==> config.mk <==
export PLATFORM = sky130hd
export DESIGN_NAME = flex_counter_ud
export DESIGN_NICKNAME = d
export VERILOG_FILES = /design/src/rtl/flex_counter_pkg.sv /design/src/rtl/flex_prescaler.sv /design/src/rtl/flex_counter_ud.sv
export SDC_FILE = /design/constraint.sdc
export NUM_CORES = 1
export LEC_CHECK = 0
export BUFFER_PORTS_ARGS = -buffer_cell sky130_fd_sc_hd__clkbuf_2
export CELL_PAD_IN_SITES_DETAIL_PLACEMENT = 2
export CELL_PAD_IN_SITES_GLOBAL_PLACEMENT = 2
export CORE_ASPECT_RATIO = 2
export CORE_MARGIN = 2
export CORE_UTILIZATION = 31
export DETAILED_ROUTE_END_ITERATION = 10
export GPL_TIMING_DRIVEN = 0
export HOLD_SLACK_MARGIN = 0.06
export PLACE_DENSITY_LB_ADDON = 0.1
export SLEW_MARGIN = 30
export SYNTH_ARGS = -nofsm -noshare
export SYNTH_HDL_FRONTEND = slang
export SYNTH_HIERARCHICAL = 1
export SYNTH_SLANG_ARGS = --single-unit
==> constraint.sdc <==
create_clock -name clk -period 3.5 [get_ports clk]
set_input_delay 0 -clock clk [delete_from_list [all_inputs] [get_ports clk]]
set_output_delay 0 -clock clk [all_outputs]
set_load 0.02 [all_outputs]
==> src/rtl/flex_counter_pkg.sv <==
// Shared types and default widths for the up/down flex counter slice.
// No logic; no latency; no backpressure.
package flex_counter_pkg;

   typedef enum logic {DIR_DOWN = 1'b0, DIR_UP = 1'b1} cnt_dir_e;
   typedef enum logic {MODE_WRAP = 1'b0, MODE_SAT = 1'b1} cnt_mode_e;

   localparam int DEF_CNT_BITS      = 8;
   localparam int DEF_PRESCALE_BITS = 4;

endpackage

==> src/rtl/flex_prescaler.sv <==
// Enable prescaler: tick on every (prescale_val+1)th enabled cycle.
// Tick is combinational from the phase register; no backpressure, phase holds while enable is low.
module flex_prescaler
   import flex_counter_pkg::*;
#(
   parameter int PRESCALE_BITS = DEF_PRESCALE_BITS
) (
   input  logic                     clk,
   input  logic                     n_rst,
   input  logic                     clear,
   input  logic                     enable,
   input  logic [PRESCALE_BITS-1:0] prescale_val,
   output logic                     tick
);

   localparam logic [PRESCALE_BITS-1:0] PRE_ONE = {{(PRESCALE_BITS-1){1'b0}}, 1'b1};

   logic [PRESCALE_BITS-1:0] phase;

   assign tick = enable && (phase == prescale_val);

   always_ff @(posedge clk or negedge n_rst) begin
      if (!n_rst) begin
         phase <= '0;
      end else if (clear) begin
         phase <= '0;
      end else if (enable) begin
         phase <= tick ? '0 : phase + PRE_ONE;
      end
   end

endmodule

==> src/rtl/flex_counter_ud.sv <==
// Up/down flex counter with load, wrap/saturate and registered terminal/wrap status; prescaler under FLEX_CNT_PRESCALE_EN.
// Latency 1 cycle from step to count_out/terminal_flag/wrap_pulse; no backpressure, steps are taken when presented.
module flex_counter_ud
   import flex_counter_pkg::*;
#(
   parameter int NUM_CNT_BITS  = DEF_CNT_BITS,
   parameter int PRESCALE_BITS = DEF_PRESCALE_BITS
) (
   input  logic                     clk,
   input  logic                     n_rst,
   input  logic                     clear,
   input  logic                     load,
   input  logic [NUM_CNT_BITS-1:0]  load_val,
   input  logic                     count_enable,
   input  logic                     up_down,
   input  logic                     sat_mode,
   input  logic [NUM_CNT_BITS-1:0]  rollover_val,
   input  logic [PRESCALE_BITS-1:0] prescale_val,
   output logic [NUM_CNT_BITS-1:0]  count_out,
   output logic                     terminal_flag,
   output logic                     wrap_pulse
);

   localparam logic [NUM_CNT_BITS-1:0] CNT_ONE = {{(NUM_CNT_BITS-1){1'b0}}, 1'b1};

   logic                    tick;
   logic                    step;
   cnt_dir_e                dir;
   cnt_mode_e               mode;
   logic [NUM_CNT_BITS-1:0] next_cnt;
   logic                    next_wrap;

`ifdef FLEX_CNT_PRESCALE_EN
   // Load restarts the prescale phase as well as the count.
   flex_prescaler #(
      .PRESCALE_BITS (PRESCALE_BITS)
   ) u_prescaler (
      .clk          (clk),
      .n_rst        (n_rst),
      .clear        (clear | load),
      .enable       (count_enable),
      .prescale_val (prescale_val),
      .tick         (tick)
   );
`else
   logic unused_prescale_val;
   assign unused_prescale_val = ^prescale_val;
   assign tick = count_enable;
`endif

   assign step = count_enable & tick;
   assign dir  = cnt_dir_e'(up_down);
   assign mode = cnt_mode_e'(sat_mode);

   always_comb begin
      next_cnt  = count_out;
      next_wrap = 1'b0;
      if (clear) begin
         next_cnt = '0;
      end else if (load) begin
         next_cnt = load_val;
      end else if (step) begin
         if (dir == DIR_UP) begin
            // A zero bound pins up-counting at zero regardless of mode.
            if (rollover_val == '0) begin
               next_cnt  = '0;
               next_wrap = 1'b1;
            end else if (count_out >= rollover_val) begin
               next_cnt  = (mode == MODE_SAT) ? rollover_val : CNT_ONE;
               next_wrap = 1'b1;
            end else begin
               next_cnt = count_out + CNT_ONE;
            end
         end else if (mode == MODE_SAT) begin
            if (count_out == '0) begin
               next_wrap = 1'b1;
            end else begin
               next_cnt = count_out - CNT_ONE;
            end
         end else begin
            if (count_out <= CNT_ONE) begin
               next_cnt  = rollover_val;
               next_wrap = 1'b1;
            end else begin
               next_cnt = count_out - CNT_ONE;
            end
         end
      end
   end

   always_ff @(posedge clk or negedge n_rst) begin
      if (!n_rst) begin
         count_out     <= '0;
         terminal_flag <= 1'b0;
         wrap_pulse    <= 1'b0;
      end else begin
         count_out     <= next_cnt;
         terminal_flag <= (next_cnt == rollover_val);
         wrap_pulse    <= next_wrap;
      end
   end

endmodule

## After elaboration in Yosys (flattened, before gate mapping)

Index checks and enable logic that the tools add are counted.

- Div/mod/pow operators: 0
- Shifts and indexed selects: 0
- Muxes and demuxes: 19
- $add $sub $neg: 2
- $mul: 0
- Bitwise operators: 0
- Equal/unequal tests: 1
- Reduce and logical (&&, ||, !) cells: 2
- Order comparisons: 2

Operator list:

| cell | count |
|---|---|
| two-way mux 8 bit | 10 |
| logical NOT 8 bit | 2 |
| two-way mux 1 bit | 9 |
| adder 8 x 1 -> 8 bit, second input constant | 1 |
| equality test 8 bit | 1 |
| >= comparator 8 bit | 1 |
| <= comparator 8 x 1 -> 1 bit, second input constant | 1 |
| subtractor 8 x 1 -> 8 bit, second input constant | 1 |

- Bits in latches: 0
- Bits of input ports: 27
- Flip-flop bits (word level): 10
- Bits in read-only memories: 0
- Bits in writable memories: 0
- Logic and storage cells: 29
- Memories kept: 0

## Depth between registers and ports, before layout

Gate-level depths: netlist of run 1.

- Word-level depth: 8
- Depth in mapped cells: 11
- Mapped depth without buffers: 10

## Least setup slack after synthesis of run 1

Ideal clock, no wire load.

- Path type: register -> register
- Start point: reg count_out[0]
- End point: reg terminal_flag
- Arrival time: 2.646 ns
- Stages on the path, launching flop included: 12
- Clock period less this slack: 2.741 ns
- Buffers on the path: 1
- Path slack: 0.759 ns
- Path through: dfrtp_1 inv_1 ha_1 or2_1 buf_2 a311o_1 o211ai_1 o32ai_1 a211oi_1 or3_1 nand4_1 nor4b_2

- Longest elaborated chain between the ends: 8
- Elaborated cells on any way between the ends: 15

RTL lines:

| item | RTL line | source |
|---|---|---|
| start, declared | flex_counter_ud.sv:19 | `output logic [NUM_CNT_BITS-1:0] count_out,` |
| start signal, assigned | flex_counter_ud.sv:97 | `count_out <= next_cnt;` |
| subtractor 8 x 1 -> 8 bit, or another cell as far along | flex_counter_ud.sv:78, flex_counter_ud.sv:85 |  |
| two-way mux 8 bit, on equally long branches | flex_counter_ud.sv:81, flex_counter_ud.sv:68, flex_counter_ud.sv:75 |  |
| two-way mux 8 bit, on equally long branches | flex_counter_ud.sv:74, flex_counter_ud.sv:65 |  |
| two-way mux 8 bit | flex_counter_ud.sv:63 | `if (dir == DIR_UP) begin` |
| two-way mux 8 bit (*) | flex_counter_ud.sv:62 | `end else if (step) begin` |
| two-way mux 8 bit (*) | flex_counter_ud.sv:60 | `end else if (load) begin` |
| two-way mux 8 bit (*) | flex_counter_ud.sv:58 | `if (clear) begin` |
| equality test 8 bit (*) | flex_counter_ud.sv:98 | `terminal_flag <= (next_cnt == rollover_val);` |
| end signal, assigned | flex_counter_ud.sv:98 |  |
| end, declared | flex_counter_ud.sv:20 | `output logic terminal_flag,` |

Every way passes the cells marked *; elsewhere a longest branch is shown, timed or not.

## Worst setup path in the final report of run 1

Same ends and word-level chain as after synthesis.

==> load_flow_metrics.sql, run 1 <==
INSERT INTO impl_metrics (metric_group, metric, value, unit) VALUES
('outcome', 'status', 'finished, final reports clean', ''),
('timing', 'worst_hold_check_slack', '0.09068', 'ns'),
('clock_network', 'tritoncts.num_buffers', '3', ''),
('pwr', 'power.share.switching', '44.96', '%'),
('hold_path', 'hold_path_class', 'input pin to register', ''),
('floorplanning', 'floorplan.initialDensity', '32.06', '%'),
('global_route', 'met3_usage_in_global_routing', '1.448', '%'),
('timing', 'final_critical_period', '3.252', 'ns'),
('logic_synthesis', 'synth.cells.most_frequent', 'sky130_fd_sc_hd__inv_1, sky130_fd_sc_hd__nor2_1, sky130_fd_sc_hd__nand2_1, sky130_fd_sc_hd__ha_1, sky130_fd_sc_hd__dfrtp_1', ''),
('global_route', 'globalRoute.busiestLayer', 'met2', ''),
('logic_synthesis', 'synth_area_per_cell', '7.630', 'um^2'),
('worst_setup_path', 'timing.critical_path.slowest_stage_cell', 'sky130_fd_sc_hd__dfrtp_1', ''),
('worst_setup_path', 'critical_path.n_buffers_inverters', '2', ''),
('pwr', 'finalPower', '577.3', 'uW'),
('pwr', 'seq_power_share', '24.8', '%'),
('layout', 'area_growth', '18.01', '%'),
('detailed_routing', 'totalWireLength', '6974', 'um'),
('detailed_routing', 'vias_cell', '6.155', ''),
('worst_setup_path', 'worstRegToRegCells', '11', ''),
('placed_design', 'port_buffers', '32', ''),
('floorplanning', 'design.core.area', '5092', 'um^2'),
('placed_design', 'post-place-ws', '0.2404', 'ns'),
('timing', 'fin_ws', '0.2476', 'ns'),
('placed_design', 'globalplace.congestion', '0.8541', ''),
('global_route', 'grt_start_max_net_pins', '11', ''),
('clock_network', 'post-cts-setup-buffer-count', '0', ''),
('pwr', 'peakVddDrop', '171.3', 'uV'),
('worst_setup_path', 'path_max_fanout', '9', ''),
('timing', 'worst_clock_skew', '0.003670', 'ns'),
('global_route', 'global_route.usage.met2', '48.04', '%'),
('global_route', 'first_global_vias', '2074', ''),
('timing', 'fmaxAchievable', '0.3075', 'GHz'),
('pwr', 'p_int', '317.7', 'uW'),
('worst_setup_path', 'crit-reg2reg-capture', 'terminal_flag$_DFF_PN0_', ''),
('global_route', 'grt_util_all_layers', '24.75', '%'),
('worst_setup_path', 'cpLargestDelayFamily', 'compound AO/OA/AOI/OAI gates', ''),
('logic_synthesis', 'netlist_instances', '214', ''),
('timing', 'report.final.hold_viol_count', '0', ''),
('layout', 'post_layout_nonfiller_instances', '309', ''),
('logic_synthesis', 'synth_largest_type_area_fraction', '15.33', '%'),
('layout', 'layout.core_utilization', '37.84', '%'),
('clock_network', 'cts_root_buffer', 'sky130_fd_sc_hd__clkbuf_8', ''),
('pwr', 'clock_power_share', '21.1', '%'),
('timing', 'slew_headroom', '54.72', '%'),
('layout', 'final_design_area_no_fill', '1927', 'um^2'),
('global_route', 'globalRouteOverflowTotal', '0', ''),
('clock_network', 'cts_tree', 'built', ''),
('worst_setup_path', 'endpoint', 'terminal_flag$_DFF_PN0_', ''),
('detailed_routing', 'route.vias.total', '1902', ''),
('clock_network', 'cts_max_level', '1', ''),
('job', 'maxCapViolCount', '0', ''),
('timing', 'worst_pin_slew', '0.6792', 'ns'),
('logic_synthesis', 'ys_seq_area_share', '15.33', '%'),
('floorplanning', 'pin_count', '37', ''),
('layout', 'fillerInstances', '642', ''),
('clock_network', 'clockBufferDepth', '2', ''),
('worst_setup_path', 'regToRegSetupSlack', '0.25', 'ns'),
('detailed_routing', 'drc', '0', ''),
('timing', 'drv_slew', '0', ''),
('logic_synthesis', 'synth_fp_nets', '253', ''),
('logic_synthesis', 'post_synth_top_area_cell', 'sky130_fd_sc_hd__dfrtp_1', ''),
('floorplanning', 'die_h', '106.6', 'um'),
('global_route', 'use_met1', '26.10', '%'),
('global_route', 'number_of_antenna_violations_at_the_first_check_in_global_routing', '0', ''),
('global_route', 'first_pass_grt_wire_length', '11150', 'um'),
('pwr', 'power.switching', '259.5', 'uW'),
('timing', 'rsz0062_at_grt', 'false', ''),
('pwr', 'power.share.combinational', '54.1', '%'),
('worst_setup_path', 'required', '3.64', 'ns'),
('logic_synthesis', 'synth_ff_type', 'sky130_fd_sc_hd__dfrtp_1', ''),
('logic_synthesis', 'synthArstFlopShare', '100.0', '%');
## cell usage in the layout (no fill, tap or decap), types with 3 or more instances in the layout
cell                       Yosys  layout
sky130_fd_sc_hd__a211oi_1      3       3
sky130_fd_sc_hd__a21oi_1       8       8
sky130_fd_sc_hd__a311oi_1      3       3
sky130_fd_sc_hd__a31oi_1       6       6
sky130_fd_sc_hd__and3_1        3       3
sky130_fd_sc_hd__buf_2         7       7
sky130_fd_sc_hd__clkbuf_1      3       3
sky130_fd_sc_hd__clkbuf_2      0      32
sky130_fd_sc_hd__clkbuf_8      0       3
sky130_fd_sc_hd__dfrtp_1      10      10
sky130_fd_sc_hd__ha_1         12      12
sky130_fd_sc_hd__inv_1        19      19
sky130_fd_sc_hd__mux2i_1       7       7
sky130_fd_sc_hd__nand2_1      18      18
sky130_fd_sc_hd__nand3_1       6       6
sky130_fd_sc_hd__nand4_1       4       4
sky130_fd_sc_hd__nor2_1       19      19
sky130_fd_sc_hd__nor3_1        5       5
sky130_fd_sc_hd__nor4_1        3       3
sky130_fd_sc_hd__o211ai_1      3       3
sky130_fd_sc_hd__o21ai_0       7       7
sky130_fd_sc_hd__or2_2         3       3
sky130_fd_sc_hd__xnor2_1       8       8
sky130_fd_sc_hd__xor2_1        3       3
## final cells by class
type | instances | area (um^2) | area share, %
plain buffers | 12 | 68.82 | 3.571
clock buffers | 3 | 41.29 | 2.143
inverters | 20 | 75.07 | 3.896
multi-input cells | 172 | 1239 | 64.29
flip-flops and latches | 10 | 250.2 | 12.99
well taps | 58 | 72.57 | 3.766
repair buffers | 34 | 180.2 | 9.351
## worst min-delay path by stage
| stage | from | endpoint | slack, ns |
|---|---|---|---|
| after CTS | load_val[2] | count_out[2]$_DFF_PN0_ | 0.1 |
| after detailed placement | n_rst | count_out[1]$_DFF_PN0_ | -0.11 |
| after global placement | n_rst | count_out[1]$_DFF_PN0_ | -0.11 |
| final | load_val[2] | count_out[2]$_DFF_PN0_ | 0.09 |
| after floorplan | n_rst | count_out[0]$_DFF_PN0_ | -0.30 |
| after global routing | load_val[2] | count_out[2]$_DFF_PN0_ | 0.16 |
## worst reg2reg max path: stages, from the launching register on
cell                       delay [ns]
sky130_fd_sc_hd__dfrtp_1         0.57
sky130_fd_sc_hd__inv_1           0.22
sky130_fd_sc_hd__ha_1            0.35
sky130_fd_sc_hd__or2_1           0.25
sky130_fd_sc_hd__buf_2           0.18
sky130_fd_sc_hd__a311o_1         0.36
sky130_fd_sc_hd__o211ai_1        0.13
sky130_fd_sc_hd__o32ai_1         0.12
sky130_fd_sc_hd__a211oi_1        0.39
sky130_fd_sc_hd__or3_1           0.17
sky130_fd_sc_hd__nand4_1         0.10
sky130_fd_sc_hd__nor4b_2         0.31
## state kept, by name, summed over array words and instances (netlist names)
name           cells
count_out          8
terminal_flag      1
wrap_pulse         1
## kinds of logic (layout without fill, tap and decap cells)
group           after synthesis  count (layout)  synth area share, %
flops                        10              10                15.33
fa+ha+maj                    12              12                9.195
compound gates               63              63                30.42
buf+inv                      32              69                8.812
simple gates                 79              79                26.05
xor+xnor                     11              11                5.901
mux                           7               7                4.291
## routing by layer
metal | up-vias | part of all wire, %
met5 | - | 0
met4 | 0 | 4.7
met3 | 23 | 2.0
li1 | 881 | -
met1 | 953 | 38
met2 | 45 | 56
## power groups by stage
stage / registers (mW) / logic [mW] / clock network, mW
3_3_place_gp: 0.145 / 0.305 / 0
3_5_place_dp: 0.145 / 0.309 / 0
4_1_cts: 0.143 / 0.313 / 0.123
2_1_floorplan: 0.148 / 0.196 / 0
6_report: 0.143 / 0.312 / 0.122
5_1_grt: 0.144 / 0.342 / 0.130
## repair_timing
| item | 4_1_cts | 5_1_grt |
|---|---|---|
| endpoints found under the hold margin | 11 | 0 |
| endpoints found under the setup margin | 0 | 0 |
| gates resized for setup | 0 | 0 |
| hold buffers | 2 | 0 |
No activity file was read; power rests on OpenSTA's default activity.
==> run 2, diff against run 1 <==
--- a/config.mk
+++ b/config.mk
@@ -15,6 +15,7 @@
 export GPL_TIMING_DRIVEN = 0
 export HOLD_SLACK_MARGIN = 0.06
 export PLACE_DENSITY_LB_ADDON = 0.1
+export RECOVER_POWER = 100
 export SLEW_MARGIN = 30
 export SYNTH_ARGS = -nofsm -noshare
 export SYNTH_HDL_FRONTEND = slang
==> load_flow_metrics.sql, run 2 (same netlist as run 1, synthesis figures left out) <==
INSERT INTO impl_metrics (metric_group, metric, value, unit) VALUES
('global_route', 'first_pass_grt_wire_length', '11150', 'um'),
('detailed_routing', 'drc', '0', ''),
('clock_network', 'cts_tree', 'built', ''),
('layout', 'top_register', 'count_out', ''),
('hold_path', 'whs_path_depth', '3', ''),
('layout', 'layout.core_utilization', '37.57', '%'),
('worst_setup_path', 'cpLargestDelayFamily', 'compound AO/OA/AOI/OAI gates', ''),
('detailed_routing', 'antenna_violating_nets_post_route', '0', ''),
('worst_setup_path', 'crit-reg2reg-capture', 'terminal_flag$_DFF_PN0_', ''),
('pwr', 'power.leakage', '0.8380', 'nW'),
('worst_setup_path', 'path_max_fanout', '9', ''),
('floorplanning', 'pin_count', '37', ''),
('global_route', 'number_of_antenna_violations_at_the_first_check_in_global_routing', '0', ''),
('floorplanning', 'die_h', '106.6', 'um'),
('clock_network', 'cts_resized', '0', ''),
('detailed_routing', 'dr.pass1.iters', '4', ''),
('layout', 'area_growth', '17.16', '%'),
('layout', 'mostFrequentLayoutCell', 'sky130_fd_sc_hd__clkbuf_2', ''),
('worst_setup_path', 'critPathKind', 'register to register', ''),
('hold_path', 'hold_start', 'load_val[2]', ''),
('detailed_routing', 'route.vias.total', '1906', ''),
('worst_setup_path', 'required', '3.64', 'ns'),
('timing', 'finalSetupViolCount', '0', ''),
('outcome', 'status', 'finished, final reports clean', ''),
('worst_setup_path', 'worstSetupStartpointType', 'register', ''),
('timing', 'fin_setup_tns', '0', 'ns'),
('detailed_routing', 'detailedRoute.firstIterationViolations', '29', ''),
('worst_setup_path', 'critPathArrivalTime', '3.39', 'ns'),
('worst_setup_path', 'path_depth', '11', ''),
('layout', 'fillerInstances', '643', ''),
('placed_design', 'port_buffers', '32', ''),
('worst_setup_path', 'critical_path.max_stage_delay', '0.57', 'ns'),
('clock_network', 'cts.hold.buffers_added', '2', ''),
('placed_design', 'post-place-ws', '0.2404', 'ns'),
('timing', 'fin_ws', '0.2489', 'ns'),
('floorplanning', 'floorplan.initialDensity', '32.06', '%'),
('floorplanning', 'rows', '37', ''),
('timing', 'drv_slew', '0', ''),
('worst_setup_path', 'regToRegSetupSlack', '0.25', 'ns'),
('placed_design', 'post-place-cells', '304', ''),
('hold_path', 'hold_path_class', 'input pin to register', ''),
('worst_setup_path', 'crit_chain', 'inv_1, ha_1, or2_1, buf_2, a311o_1, o211ai_1, o32ai_1, a211oi_1, or3_1, nand4_1, nor4b_2', ''),
('layout', 'reg.largest.list', 'count_out (8), terminal_flag (1), wrap_pulse (1)', ''),
('clock_network', 'tritoncts.num_buffers', '3', ''),
('clock_network', 'clock_latency_on_the_worst_skew_pair', '0.24', 'ns'),
('timing', 'report.final.hold_viol_count', '0', ''),
('global_route', 'grt_start_max_net_pins', '11', ''),
('worst_setup_path', 'crit-reg2reg-launch', 'count_out[0]$_DFF_PN0_', ''),
('floorplanning', 'die_x', '55.32', 'um'),
('worst_setup_path', 'critical_path.endpoint_type', 'register', ''),
('layout', 'antennaDiodeCount', '0', ''),
('layout', 'most_frequent_cells_in_the_layout', 'sky130_fd_sc_hd__clkbuf_2, sky130_fd_sc_hd__inv_1, sky130_fd_sc_hd__nor2_1, sky130_fd_sc_hd__nand2_1, sky130_fd_sc_hd__clkbuf_1', ''),
('global_route', 'globalRouteOverflowTotal', '0', ''),
('layout', 'post_layout_nets', '292', ''),
('clock_network', 'clock_sinks', '10', ''),
('timing', 'fin_crit_sh', '92.89', '%'),
('placed_design', 'globalplace.congestion', '0.8541', ''),
('layout', 'drive_gt1_share', '17.53', '%'),
('clock_network', 'worst_setup_hold_path_clk_slew', '0.05', 'ns'),
('pwr', 'p_per_area', '300.5', 'nW/um^2'),
('detailed_routing', 'totalWireLength', '6984', 'um'),
('timing', 'worst_pin_slew', '0.6752', 'ns'),
('placed_design', 'post_dp_cell_area', '1866', 'um^2'),
('clock_network', 'clockBufferDepth', '2', ''),
('clock_network', 'post-cts-setup-buffer-count', '0', ''),
('worst_setup_path', 'critical_path.n_buffers_inverters', '2', ''),
('layout', 'number_of_flip_flops_in_the_largest_register', '8', ''),
('timing', 'worst_clock_skew', '0.003670', 'ns'),
('worst_setup_path', 'worstRegToRegCells', '11', ''),
('global_route', 'first_global_vias', '2074', ''),
('pwr', 'peakVddDrop', '170.4', 'uV'),
('timing', 'rsz0062_at_grt', 'false', ''),
('timing', 'final_critical_period', '3.251', 'ns'),
('job', 'maxCapViolCount', '0', ''),
('clock_network', 'cts_root_buffer', 'sky130_fd_sc_hd__clkbuf_8', ''),
('layout', 'final_design_area_no_fill', '1913', 'um^2'),
('worst_setup_path', 'timing.critical_path.slowest_stage_cell', 'sky130_fd_sc_hd__dfrtp_1', ''),
('detailed_routing', 'vias_cell', '6.168', ''),
('timing', 'fmaxAchievable', '0.3076', 'GHz'),
('worst_setup_path', 'crit_path_start', 'count_out[0]$_DFF_PN0_', ''),
('timing', 'slew_headroom', '54.98', '%'),
('clock_network', 'cts_max_level', '1', ''),
('layout', 'post_layout_nonfiller_instances', '309', ''),
('global_route', 'grt_util_all_layers', '24.75', '%'),
('placed_design', 'place_hpwl', '5749', 'um'),
('floorplanning', 'die-area', '5899', 'um^2'),
('worst_setup_path', 'endpoint', 'terminal_flag$_DFF_PN0_', ''),
('detailed_routing', 'drt-wirelength-per-cell', '22.60', 'um'),
('floorplanning', 'design.core.area', '5092', 'um^2');
==> run 2: layout make-up <==
cell class                      instances  area [um^2]  share of cell area (%)
Inverter                               20        75.07                   3.924
Tap cell                               58        72.57                   3.793
Timing Repair Buffer                   34        166.4                   8.699
Clock buffer                            3        41.29                   2.158
Sequential cell                        10        250.2                   13.08
Multi-Input combinational cell        172         1239                   64.75
Buffer                                 12        68.82                   3.597
==> run 2: per-layer routing <==
metal	global-route usage [%]	wire length, um
met3	1.448	135
met4	12.02	331
met5	0	0
met1	26.10	2630
met2	48.04	3886
==> run 2: per-stage QoR <==
| stage | hold slack, ns | power [mW] |
|---|---|---|
| floorplan | -0.2956 | 0.3446 |
| global placement | -0.1103 | 0.4497 |
| detailed placement | -0.1063 | 0.4546 |
| CTS | 0.09593 | 0.5796 |
| global route | 0.1559 | 0.6135 |
| finish | 0.09068 | 0.5749 |
==> run 2: worst min path at each step <==
| stage | slack, ns | endpoint |
|---|---|---|
| global placement | -0.11 | count_out[1]$_DFF_PN0_ |
| floorplan | -0.30 | count_out[0]$_DFF_PN0_ |
| finish | 0.09 | count_out[2]$_DFF_PN0_ |
| global route | 0.16 | count_out[2]$_DFF_PN0_ |
| CTS | 0.1 | count_out[2]$_DFF_PN0_ |
| detailed placement | -0.11 | count_out[1]$_DFF_PN0_ |
==> run 2: worst reg2reg max path, delay by kind of cell, from the launching register on <==
family	cells	cell delay [ns]
AO/OA/AOI/OAI	4	1.00
adder cells (fa/ha/maj)	1	0.35
buffers and inverters	2	0.40
flip-flops	1	0.57
AND/OR/NAND/NOR	4	0.83
==> run 2: power by group <==
group          total (mW)  switching, mW  internal (mW)
sequential          0.143         0.0187          0.124
clock               0.122         0.0464         0.0755
combinational       0.310          0.194          0.116
==> run 3, diff against run 2 <==
--- a/config.mk
+++ b/config.mk
@@ -14,7 +14,7 @@
 export DETAILED_ROUTE_END_ITERATION = 10
 export GPL_TIMING_DRIVEN = 0
 export HOLD_SLACK_MARGIN = 0.06
-export PLACE_DENSITY_LB_ADDON = 0.1
+export PLACE_DENSITY = 0.89
 export RECOVER_POWER = 100
 export SLEW_MARGIN = 30
 export SYNTH_ARGS = -nofsm -noshare
==> load_flow_metrics.sql, run 3 (same netlist as run 1, synthesis figures left out) <==
INSERT INTO impl_metrics (metric_group, metric, value, unit) VALUES
('clock_network', 'clock_latency_on_the_worst_skew_pair', '0.24', 'ns'),
('global_route', 'first_global_vias', '2162', ''),
('clock_network', 'cts_tree', 'built', ''),
('floorplanning', 'die_x', '55.32', 'um'),
('layout', 'most_frequent_cells_in_the_layout', 'sky130_fd_sc_hd__clkbuf_2, sky130_fd_sc_hd__inv_1, sky130_fd_sc_hd__nor2_1, sky130_fd_sc_hd__nand2_1, sky130_fd_sc_hd__clkbuf_1', ''),
('floorplanning', 'design.core.area', '5092', 'um^2'),
('worst_setup_path', 'worstSetupStartpointType', 'register', ''),
('timing', 'report.final.hold_viol_count', '0', ''),
('clock_network', 'worst_setup_hold_path_clk_slew', '0.05', 'ns'),
('layout', 'post_layout_nets', '291', ''),
('detailed_routing', 'totalWireLength', '7357', 'um'),
('worst_setup_path', 'critical_path.endpoint_type', 'register', ''),
('pwr', 'p_per_area', '315.1', 'nW/um^2'),
('placed_design', 'port_buffers', '32', ''),
('worst_setup_path', 'crit-reg2reg-launch', 'count_out[0]$_DFF_PN0_', ''),
('floorplanning', 'rows', '37', ''),
('detailed_routing', 'dr.pass1.iters', '4', ''),
('timing', 'fin_setup_tns', '0', 'ns'),
('detailed_routing', 'antenna_violating_nets_post_route', '0', ''),
('detailed_routing', 'vias_cell', '6.178', ''),
('clock_network', 'clockBufferDepth', '2', ''),
('floorplanning', 'die-area', '5899', 'um^2'),
('layout', 'mostFrequentLayoutCell', 'sky130_fd_sc_hd__clkbuf_2', ''),
('global_route', 'grt_util_all_layers', '26.04', '%'),
('worst_setup_path', 'critPathKind', 'register to register', ''),
('layout', 'reg.largest.list', 'count_out (8), terminal_flag (1), wrap_pulse (1)', ''),
('global_route', 'number_of_antenna_violations_at_the_first_check_in_global_routing', '0', ''),
('worst_setup_path', 'critPathArrivalTime', '3.48', 'ns'),
('timing', 'finalSetupViolCount', '0', ''),
('detailed_routing', 'detailedRoute.firstIterationViolations', '25', ''),
('global_route', 'grt_start_max_net_pins', '11', ''),
('placed_design', 'globalplace.congestion', '0.8723', ''),
('placed_design', 'post-place-ws', '0.1972', 'ns'),
('clock_network', 'cts_root_buffer', 'sky130_fd_sc_hd__clkbuf_8', ''),
('detailed_routing', 'route.vias.total', '1909', ''),
('timing', 'fin_ws', '0.1651', 'ns'),
('clock_network', 'tritoncts.num_buffers', '3', ''),
('layout', 'multi_input_area', '1239', 'um^2'),
('global_route', 'first_pass_grt_wire_length', '11700', 'um'),
('worst_setup_path', 'required', '3.64', 'ns'),
('floorplanning', 'pin_count', '37', ''),
('timing', 'final_critical_period', '3.335', 'ns'),
('layout', 'fillerInstances', '632', ''),
('global_route', 'globalRouteOverflowTotal', '0', ''),
('clock_network', 'cts_max_level', '1', ''),
('outcome', 'status', 'finished, final reports clean', ''),
('layout', 'drive_gt1_share', '17.93', '%'),
('worst_setup_path', 'path_max_fanout', '9', ''),
('worst_setup_path', 'crit_path_start', 'count_out[0]$_DFF_PN0_', ''),
('layout', 'number_of_flip_flops_in_the_largest_register', '8', ''),
('timing', 'fmaxAchievable', '0.2999', 'GHz'),
('hold_path', 'hold_path_class', 'input pin to register', ''),
('timing', 'worst_pin_slew', '0.5940', 'ns'),
('layout', 'top_register', 'count_out', ''),
('timing', 'drv_slew', '0', ''),
('timing', 'slew_headroom', '60.40', '%'),
('layout', 'layout.area.seq', '250.2', 'um^2'),
('floorplanning', 'floorplan.initialDensity', '32.06', '%'),
('layout', 'area_growth', '17.39', '%'),
('detailed_routing', 'drt-wirelength-per-cell', '23.81', 'um'),
('job', 'maxCapViolCount', '0', ''),
('timing', 'fin_crit_sh', '95.28', '%'),
('pwr', 'power.leakage', '0.8410', 'nW'),
('hold_path', 'hold_start', 'load_val[3]', ''),
('floorplanning', 'die_h', '106.6', 'um'),
('detailed_routing', 'drc', '0', ''),
('layout', 'antennaDiodeCount', '0', ''),
('clock_network', 'clock_sinks', '10', ''),
('placed_design', 'place_hpwl', '6009', 'um'),
('timing', 'worst_clock_skew', '0.0003683', 'ns'),
('pwr', 'peakVddDrop', '216.7', 'uV'),
('timing', 'rsz0062_at_grt', 'false', '');
## run 3: cell types whose count changed in the layout (fill, tap and decap cells not counted)
| cell | delta |
|---|---|
| sky130_fd_sc_hd__dlygate4sd3_1 | -1 |
| sky130_fd_sc_hd__clkbuf_8 | +1 |
## run 3: critical path, cell delays in order (launching register included)
cell	delay, ns
sky130_fd_sc_hd__dfrtp_1	0.61
sky130_fd_sc_hd__inv_1	0.24
sky130_fd_sc_hd__ha_1	0.36
sky130_fd_sc_hd__or2_1	0.26
sky130_fd_sc_hd__buf_2	0.18
sky130_fd_sc_hd__a311o_1	0.36
sky130_fd_sc_hd__o211ai_1	0.13
sky130_fd_sc_hd__o32ai_1	0.11
sky130_fd_sc_hd__a211oi_1	0.43
sky130_fd_sc_hd__or3_1	0.17
sky130_fd_sc_hd__nand4_1	0.10
sky130_fd_sc_hd__nor4b_2	0.29
## run 3: worst paths after layout
| kind | to | slack, ns | depth (start not counted) |
|---|---|---|---|
| setup / recovery | terminal_flag$_DFF_PN0_ | 0.17 | 11 |
| hold / removal | count_out[3]$_DFF_PN0_ | 0.07 | 3 |
| setup reg to reg | terminal_flag$_DFF_PN0_ | 0.17 | 11 |
| hold reg to reg | count_out[3]$_DFF_PN0_ | 1.04 | 3 |
| max in group asynchronous | wrap_pulse$_DFF_PN0_ | 2.86 | 2 |
| min in group asynchronous | count_out[2]$_DFF_PN0_ | 0.27 | 2 |
## run 3: timing repair
item / CTS / global route
setup endpoints to repair: 0 / 0
endpoints found under the hold margin: 10 / 0
hold buffers: 1 / 0
setup buffers: 0 / 0
gates resized for setup: 0 / 0
## run 3: cell type report
class | count | area share [%]
plain buffers | 12 | 3.590
clock buffers | 4 | 2.872
inverters | 20 | 3.916
multi-input cells | 172 | 64.62
flip-flops and latches | 10 | 13.05
well taps | 58 | 3.786
repair buffers | 33 | 8.159
## run 3: routing by layer
layer	vias to the layer above	track usage (%)	wire length [um]
li1	877	-	-
met1	956	26.32	2725
met2	51	51.45	4163
met3	25	1.568	131
met4	0	13.41	336
met5	-	0	0
## run 3: through the flow
step                instance area [um^2]  util (%)  instances  hold slack (ns)  total power, mW
finish                              1917     37.64        309          0.07302           0.6040
global route                        1917     37.64        309          0.07997           0.6468
CTS                                 1931     37.91        309          0.07467           0.6085
detailed placement                  1866     36.63        304          -0.1175           0.4585
global placement                    1866     36.63        304          -0.1189           0.4427
floorplan                           1633         -        214          -0.2956           0.3446
## run 3: power by group
group | switching [mW] | total [mW] | internal, mW
combinational | 0.201 | 0.315 | 0.115
sequential | 0.0192 | 0.144 | 0.124
clock | 0.0461 | 0.145 | 0.0989
total | 0.266 | 0.604 | 0.338
